[src/rtl/cmd_pkg.sv]
// rtl/cmd_pkg.sv - shared constants, state encoding and helpers for the command loopback monitor
package cmd_pkg;

  localparam int          FRAME_W       = 16;
  localparam logic [15:0] SYNC_WORD_DEF = 16'h817E;

  typedef enum logic [1:0] {
    ST_UNLOCKED = 2'd0,
    ST_LOCKING  = 2'd1,
    ST_LOCKED   = 2'd2
  } rx_state_e;

  // Increment that sticks at max_v instead of wrapping.
  function automatic logic [31:0] sat_inc(input logic [31:0] v, input logic [31:0] max_v);
    return (v >= max_v) ? v : v + 32'd1;
  endfunction

endpackage

[src/rtl/cmd_rx_align.sv]
// rtl/cmd_rx_align.sv - serial sampler, word aligner and sync lock state machine
module cmd_rx_align
  import cmd_pkg::*;
#(
  parameter logic [FRAME_W-1:0] SYNC_WORD = SYNC_WORD_DEF,
  parameter int                 LOCK_CNT  = 4
) (
  input  logic               i_clk,
  input  logic               i_rst_n,
  input  logic               i_ser_in,
  input  logic               i_ser_en,
  input  logic               i_clear,
  output logic [FRAME_W-1:0] o_word,
  output logic               o_word_stb,
  output logic               o_is_sync,
  output logic               o_locked
);

  localparam logic [3:0] LP_LOCK = LOCK_CNT[3:0];

  rx_state_e          r_state;
  rx_state_e          w_state_next;
  logic [FRAME_W-1:0] r_sr;
  logic [3:0]         r_bit_cnt;
  logic [3:0]         r_lock_cnt;
  logic               r_en_d;

  logic [FRAME_W-1:0] w_sr_next;
  logic               w_match;
  logic               w_en_fall;
  logic               w_word_done;

  assign w_sr_next   = {r_sr[FRAME_W-2:0], i_ser_in};
  assign w_match     = (w_sr_next == SYNC_WORD);
  assign w_en_fall   = r_en_d & ~i_ser_en;
  // A word completes on the 16th sampled bit after the boundary (counter wraps 15->0).
  assign w_word_done = i_ser_en & (r_bit_cnt == 4'd15);

  // State register; CLEAR behaves like a synchronous reset.
  always_ff @(posedge i_clk or negedge i_rst_n) begin
    if (!i_rst_n) begin
      r_state <= ST_UNLOCKED;
    end else if (i_clear) begin
      r_state <= ST_UNLOCKED;
    end else begin
      r_state <= w_state_next;
    end
  end

  // Next-state logic: bit-level search when unlocked, word-level checks once aligned.
  always_comb begin
    w_state_next = r_state;
    case (r_state)
      ST_UNLOCKED: begin
        if (i_ser_en && w_match) begin
          w_state_next = (LOCK_CNT == 1) ? ST_LOCKED : ST_LOCKING;
        end
      end
      ST_LOCKING: begin
        if (w_en_fall) begin
          w_state_next = ST_UNLOCKED;
        end else if (w_word_done) begin
          if (!w_match) begin
            w_state_next = ST_UNLOCKED;
          end else if (r_lock_cnt + 4'd1 == LP_LOCK) begin
            w_state_next = ST_LOCKED;
          end
        end
      end
      ST_LOCKED: begin
        if (w_en_fall) begin
          w_state_next = ST_UNLOCKED;
        end
      end
      default: w_state_next = ST_UNLOCKED;
    endcase
  end

  // Shift register, bit counter and lock counter; everything holds while SER_EN is low.
  always_ff @(posedge i_clk or negedge i_rst_n) begin
    if (!i_rst_n) begin
      r_sr       <= '0;
      r_bit_cnt  <= '0;
      r_lock_cnt <= '0;
      r_en_d     <= 1'b0;
    end else if (i_clear) begin
      r_sr       <= '0;
      r_bit_cnt  <= '0;
      r_lock_cnt <= '0;
      r_en_d     <= 1'b0;
    end else begin
      r_en_d <= i_ser_en;
      if (i_ser_en) begin
        r_sr <= w_sr_next;
      end
      case (r_state)
        ST_UNLOCKED: begin
          if (i_ser_en && w_match) begin
            r_bit_cnt  <= '0;
            r_lock_cnt <= 4'd1;
          end
        end
        ST_LOCKING: begin
          if (w_en_fall) begin
            r_bit_cnt  <= '0;
            r_lock_cnt <= '0;
          end else if (i_ser_en) begin
            r_bit_cnt <= r_bit_cnt + 4'd1;
            if (w_word_done) begin
              r_lock_cnt <= w_match ? r_lock_cnt + 4'd1 : 4'd0;
            end
          end
        end
        ST_LOCKED: begin
          if (w_en_fall) begin
            r_bit_cnt <= '0;
          end else if (i_ser_en) begin
            r_bit_cnt <= r_bit_cnt + 4'd1;
          end
        end
        default: begin
          r_bit_cnt  <= '0;
          r_lock_cnt <= '0;
        end
      endcase
    end
  end

  // Outputs: the completed word is presented combinationally on its last bit so the
  // buffer can capture it at the same edge.
  always_comb begin
    o_word     = w_sr_next;
    o_word_stb = (r_state == ST_LOCKED) & w_word_done;
    o_is_sync  = w_match;
    o_locked   = (r_state == ST_LOCKED);
  end

endmodule

[src/rtl/cmd_rx_monitor.sv]
// rtl/cmd_rx_monitor.sv - command loopback monitor: aligner, one-entry frame buffer and statistics
module cmd_rx_monitor
  import cmd_pkg::*;
#(
  parameter logic [15:0] SYNC_WORD = SYNC_WORD_DEF,
  parameter int          LOCK_CNT  = 4,
  parameter int          CNT_WIDTH = 16
) (
  input  logic                 CMD_CLK,
  input  logic                 CMD_RST_N,
  input  logic                 SER_IN,
  input  logic                 SER_EN,
  input  logic                 CLEAR,
  output logic [FRAME_W-1:0]   FRAME_DATA,
  output logic                 FRAME_VALID,
  input  logic                 FRAME_READY,
  output logic                 LOCKED,
  output logic [CNT_WIDTH-1:0] FRAME_CNT,
  output logic [CNT_WIDTH-1:0] SYNC_CNT,
  output logic [7:0]           OVF_CNT,
  output logic                 OVERFLOW
);

  localparam logic [31:0] LP_CNT_MAX = 32'((64'd1 << CNT_WIDTH) - 64'd1);

  logic [FRAME_W-1:0]   w_word;
  logic                 w_word_stb;
  logic                 w_is_sync;
  logic                 w_locked;
  logic                 w_frame;
  logic                 w_sync;

  logic [FRAME_W-1:0]   r_data;
  logic                 r_valid;
  logic [CNT_WIDTH-1:0] r_frame_cnt;
  logic [CNT_WIDTH-1:0] r_sync_cnt;
  logic [7:0]           r_ovf_cnt;
  logic                 r_overflow;

  cmd_rx_align #(
    .SYNC_WORD (SYNC_WORD),
    .LOCK_CNT  (LOCK_CNT)
  ) u_align (
    .i_clk      (CMD_CLK),
    .i_rst_n    (CMD_RST_N),
    .i_ser_in   (SER_IN),
    .i_ser_en   (SER_EN),
    .i_clear    (CLEAR),
    .o_word     (w_word),
    .o_word_stb (w_word_stb),
    .o_is_sync  (w_is_sync),
    .o_locked   (w_locked)
  );

  assign w_frame = w_word_stb & ~w_is_sync;
  assign w_sync  = w_word_stb & w_is_sync;

  // Frame buffer: load when empty or being consumed this edge, otherwise drop and count.
  always_ff @(posedge CMD_CLK or negedge CMD_RST_N) begin
    if (!CMD_RST_N) begin
      r_data      <= '0;
      r_valid     <= 1'b0;
      r_frame_cnt <= '0;
      r_ovf_cnt   <= '0;
      r_overflow  <= 1'b0;
    end else if (CLEAR) begin
      r_data      <= '0;
      r_valid     <= 1'b0;
      r_frame_cnt <= '0;
      r_ovf_cnt   <= '0;
      r_overflow  <= 1'b0;
    end else if (w_frame) begin
      if (!r_valid || FRAME_READY) begin
        r_data      <= w_word;
        r_valid     <= 1'b1;
        r_frame_cnt <= CNT_WIDTH'(sat_inc(32'(r_frame_cnt), LP_CNT_MAX));
      end else begin
        r_ovf_cnt  <= 8'(sat_inc(32'(r_ovf_cnt), 32'd255));
        r_overflow <= 1'b1;
      end
    end else if (r_valid && FRAME_READY) begin
      r_valid <= 1'b0;
    end
  end

  // Sync words seen in lock are stripped and only counted.
  always_ff @(posedge CMD_CLK or negedge CMD_RST_N) begin
    if (!CMD_RST_N) begin
      r_sync_cnt <= '0;
    end else if (CLEAR) begin
      r_sync_cnt <= '0;
    end else if (w_sync) begin
      r_sync_cnt <= CNT_WIDTH'(sat_inc(32'(r_sync_cnt), LP_CNT_MAX));
    end
  end

  assign FRAME_DATA  = r_data;
  assign FRAME_VALID = r_valid;
  assign LOCKED      = w_locked;
  assign FRAME_CNT   = r_frame_cnt;
  assign SYNC_CNT    = r_sync_cnt;
  assign OVF_CNT     = r_ovf_cnt;
  assign OVERFLOW    = r_overflow;

endmodule

[config.mk]
export PLATFORM = sky130hd
export DESIGN_NAME = cmd_rx_monitor
export DESIGN_NICKNAME = d
export VERILOG_FILES = /design/src/rtl/cmd_pkg.sv /design/src/rtl/cmd_rx_align.sv /design/src/rtl/cmd_rx_monitor.sv
export SDC_FILE = /design/constraint.sdc
export NUM_CORES = 1
export LEC_CHECK = 0
export CORE_MARGIN = 4
export CORE_UTILIZATION = 64
export CTS_CLUSTER_DIAMETER = 120
export DETAILED_ROUTE_END_ITERATION = 8
export DONT_BUFFER_PORTS = 1
export HOLD_SLACK_MARGIN = 0.15
export PLACE_DENSITY = 0.8
export SETUP_SLACK_MARGIN = 0.05
export SLEW_MARGIN = 20
export SYNTH_ARGS = -nofsm -noshare
export SYNTH_HDL_FRONTEND = slang
export SYNTH_SLANG_ARGS = --single-unit
[constraint.sdc]
create_clock -name CMD_CLK -period 5.6 [get_ports CMD_CLK]
set_input_delay 1.68 -clock CMD_CLK [delete_from_list [all_inputs] [get_ports CMD_CLK]]
set_output_delay 1.68 -clock CMD_CLK [all_outputs]
set_load 0.005 [all_outputs]
==> out/results.tsv <==
metric	value	unit
synthSimpleGateAreaFrac	23.9	%
holdPathEnd	u_align.r_bit_cnt[2]$_DFFE_PN0P_	
cp-start-kind	input port	
vias_per_cell	6.72	
crit_chain	nand4b_1 > or4_4 > or4_4 > or4b_1 > a21oi_1	
antennaDiodeCount	0	
status	complete, no violations	
worst_pin_slew	889	ps
avgSynthCellArea	9.54	um2
io-pin-count	65	
rsz0062_at_grt	no	
fin_util	70.5	%
setup_viol	0	
critical_path.max_stage_delay	640	ps
p_clk_share	43.9	%
internal-power	0.885	mW
cp.arrival	3800	ps
fin_nets	457	
clkTransAtPathRegs	80	ps
place_congestion	0.812	
dieArea	0.00808	mm2
yosys_warnings	0	
r2r_setup_slack	2660	ps
r2r_cells	7	
drtAntennaViolNets	0	
port_buffers	0	
grt_pass1_vias	3291	
track_usage	24.3	%
die_height	89.9	um
cts_root_buf	clkbuf_8	
firstDrtPassIters	7	
min_path_type	reg2reg	
power.density	244	mW/mm2
fill_cells	495	
cp_max_fo	10	
fin_setup_tns	0	ps
synth.mux.area_fraction	4.93	%
p_leak	1.92	nW
max_clock_freq	0.283	GHz
slowest_stage	or4_4	
cts_hold_buffers	0	
final_cells	523	
syn_inst	450	
post-place-ws	1760	ps
drive_gt1_share	5.83	%
insertion_delay	350	ps
min-delay-start	u_align.r_bit_cnt[2]$_DFFE_PN0P_	
synth_xor_area_share	1.22	%
yosysSeqAreaShare	49.0	%
synth_fa_ha_area_share	2.62	%
reg2reg_from	u_align.r_state[0]$_DFFE_PN0P_	
async_flop_share	100	%
drc	0	
synth_top_family_by_area	simple AND/OR/NAND/NOR gates	
post_cts_buffers	0	
grt_max_degree	85	
synth_cell_type_count	51	
power_frac_comb	0.9	%
synth_edf_count	0	
final.setup.worst_slack	2070	ps
power.switching	0.219	mW
relSlewSlack	39.2	%
synth_ff_type	dfrtp_1	
cts_inserted_buffers	9	
power.share.sequential	55.1	%
period_minus_slack	3530	ps
synth_fp_nets	465	
syn_to_final_growth	5.42	%
antenna_found_initial	0	
die_w	89.9	um
end_kind	flip-flop	
clock_sinks	84	
min_path_cells	1	
synth_area	0.00429	mm2
cp_common_cell	or4_4	
dp_cells	508	
critPathKind	in2reg	
timing.rr.end	FRAME_CNT[15]$_DFFE_PN0P_	
grt_overflow	0	
cts_buffer_depth	2	
period_share	63.0	%
wl_per_cell	18.7	um
htreeDepth	3	
slew_violations	0	
switching_share	19.8	%
cap_viol_max_count	0	
vias	3514	
grt_pass1_wl	16.4	mm
synth_compound_area_share	14.9	%
rows	29	
start_util	66.8	%
drt_wl_total	9.77	mm
dr.first_iter.drc_count	208	
core-area	0.00642	mm2
peakVddDrop	188	uV
dp_hpwl	6.49	mm
total_power	1.10	mW
post_cts_resized	0	
clock_skew	8.67	ps
critPathRequiredTime	5870	ps
ys_ff_latch	84	
hold_viol	0	
cts_tree	yes	
placed cells by master (no fill, tap or decap), types with 3 or more instances in the layout:
cell type	instances
nand4b_1	3
inv_1	13
or4_1	14
or3_1	14
o21ai_0	21
clkbuf_8	11
nor4_1	3
nor2_1	31
dfrtp_1	84
xor2_1	6
mux2i_1	20
or4_4	3
ha_1	9
nand4_1	13
or4b_2	3
nand3_1	23
nand2_1	51
nor3_1	6
a21oi_1	47
o31ai_1	12
and2_1	3
and3_1	9
o41ai_1	4
and4_1	3
nand2b_1	4
worst max-delay path: cells and delay by family:
| kind | cells | cell delay, ps |
|---|---|---|
| compound gates | 1 | 180 |
| simple gates | 4 | 1940 |
metrics by stage:
| stage | hold slack, ps | cell area, um2 |
|---|---|---|
| after detailed placement | 504 | 4300 |
| after global placement | 492 | 4300 |
| after floorplan | 471 | 4290 |
| after global routing | 550 | 4530 |
| final | 517 | 4530 |
| after CTS | 514 | 4530 |
state kept, by name, indices dropped and copies added, names as in the netlist:
signal / count
SYNC_CNT: 16
FRAME_CNT: 16
OVERFLOW: 1
FRAME_VALID: 1
OVF_CNT: 8
u_align.r_en_d: 1
u_align.r_bit_cnt: 4
FRAME_DATA: 16
u_align.r_lock_cnt: 4
u_align.r_sr: 15
u_align.r_state: 2
power by group through the flow:
stage	clock network (mW)	registers, mW	logic [mW]
finish	0.485	0.608	0.0105
global route	0.517	0.609	0.0111
CTS	0.489	0.608	0.0103
detailed placement	0	0.621	0.0102
global placement	0	0.620	0.00993
floorplan	0	0.620	0.0195
metal layers:
| layer | global-route usage, % | wire length, um | share of wire [%] | vias up |
|---|---|---|---|---|
| met5 | 0 | 0 | 0 | - |
| met4 | 6.51 | 74 | 0.76 | 0 |
| met3 | 6.43 | 689 | 7.1 | 9 |
| met2 | 38.7 | 4780 | 49 | 119 |
| met1 | 33.2 | 4230 | 43 | 1742 |
| li1 | - | - | - | 1644 |
kinds of logic after synthesis:
group                    after synthesis
buffers and inverters                 34
adder cells (fa/ha/maj)                9
multiplexers                          21
flip-flops                            84
AND/OR/NAND/NOR                      191
AO/OA/AOI/OAI                        105
XOR/XNOR                               6
layout make-up:
type                            count  area, um2  area share [%]
Inverter                           13       48.8            1.08
Tap cell                           77       96.3            2.13
Multi-Input combinational cell    332       2040            45.1
Clock inverter                      4       72.6            1.60
Timing Repair Buffer                2       15.0           0.332
Clock buffer                       11        151            3.35
Sequential cell                    84       2100            46.4
synth_stat cells (2+ instances only):
cell type	number	area share, %
a22oi_1	2	0.35
a21oi_1	47	5.5
or4b_2	3	0.70
o21a_1	2	0.35
inv_1	13	1.1
o41ai_1	4	0.82
nand4b_1	3	0.61
nand2_1	51	4.5
buf_1	2	0.17
o21ai_0	21	2.4
dfrtp_1	84	49
o32ai_1	2	0.41
nand4_1	13	1.9
nand3_1	23	2.7
nor2_1	31	2.7
xor2_1	6	1.2
nor3b_1	2	0.35
or3_1	14	2.0
and4_1	3	0.61
ha_1	9	2.6
a211o_1	2	0.41
nor2b_1	2	0.29
o311ai_0	2	0.41
nand2b_1	4	0.58
nor3_1	6	0.70
mux2i_1	20	4.7
a41oi_1	2	0.41
o31ai_1	12	2.1
or4_1	14	2.4
clkbuf_1	16	1.4
and3_1	9	1.3
and2_1	3	0.44
nor4_1	3	0.44
or4_4	3	0.79
worst max-delay path by stage:
stage / to / startpoint / cells past startpoint
floorplan: SYNC_CNT[10]$_DFFE_PN0P_ / SER_IN / 6
global placement: SYNC_CNT[11]$_DFFE_PN0P_ / SER_IN / 5
detailed placement: SYNC_CNT[11]$_DFFE_PN0P_ / SER_IN / 5
CTS: SYNC_CNT[11]$_DFFE_PN0P_ / SER_IN / 5
global route: u_align.r_state[0]$_DFFE_PN0P_ / SER_IN / 5
finish: SYNC_CNT[11]$_DFFE_PN0P_ / SER_IN / 5
Note: power is estimated with default switching activity, not from simulation.
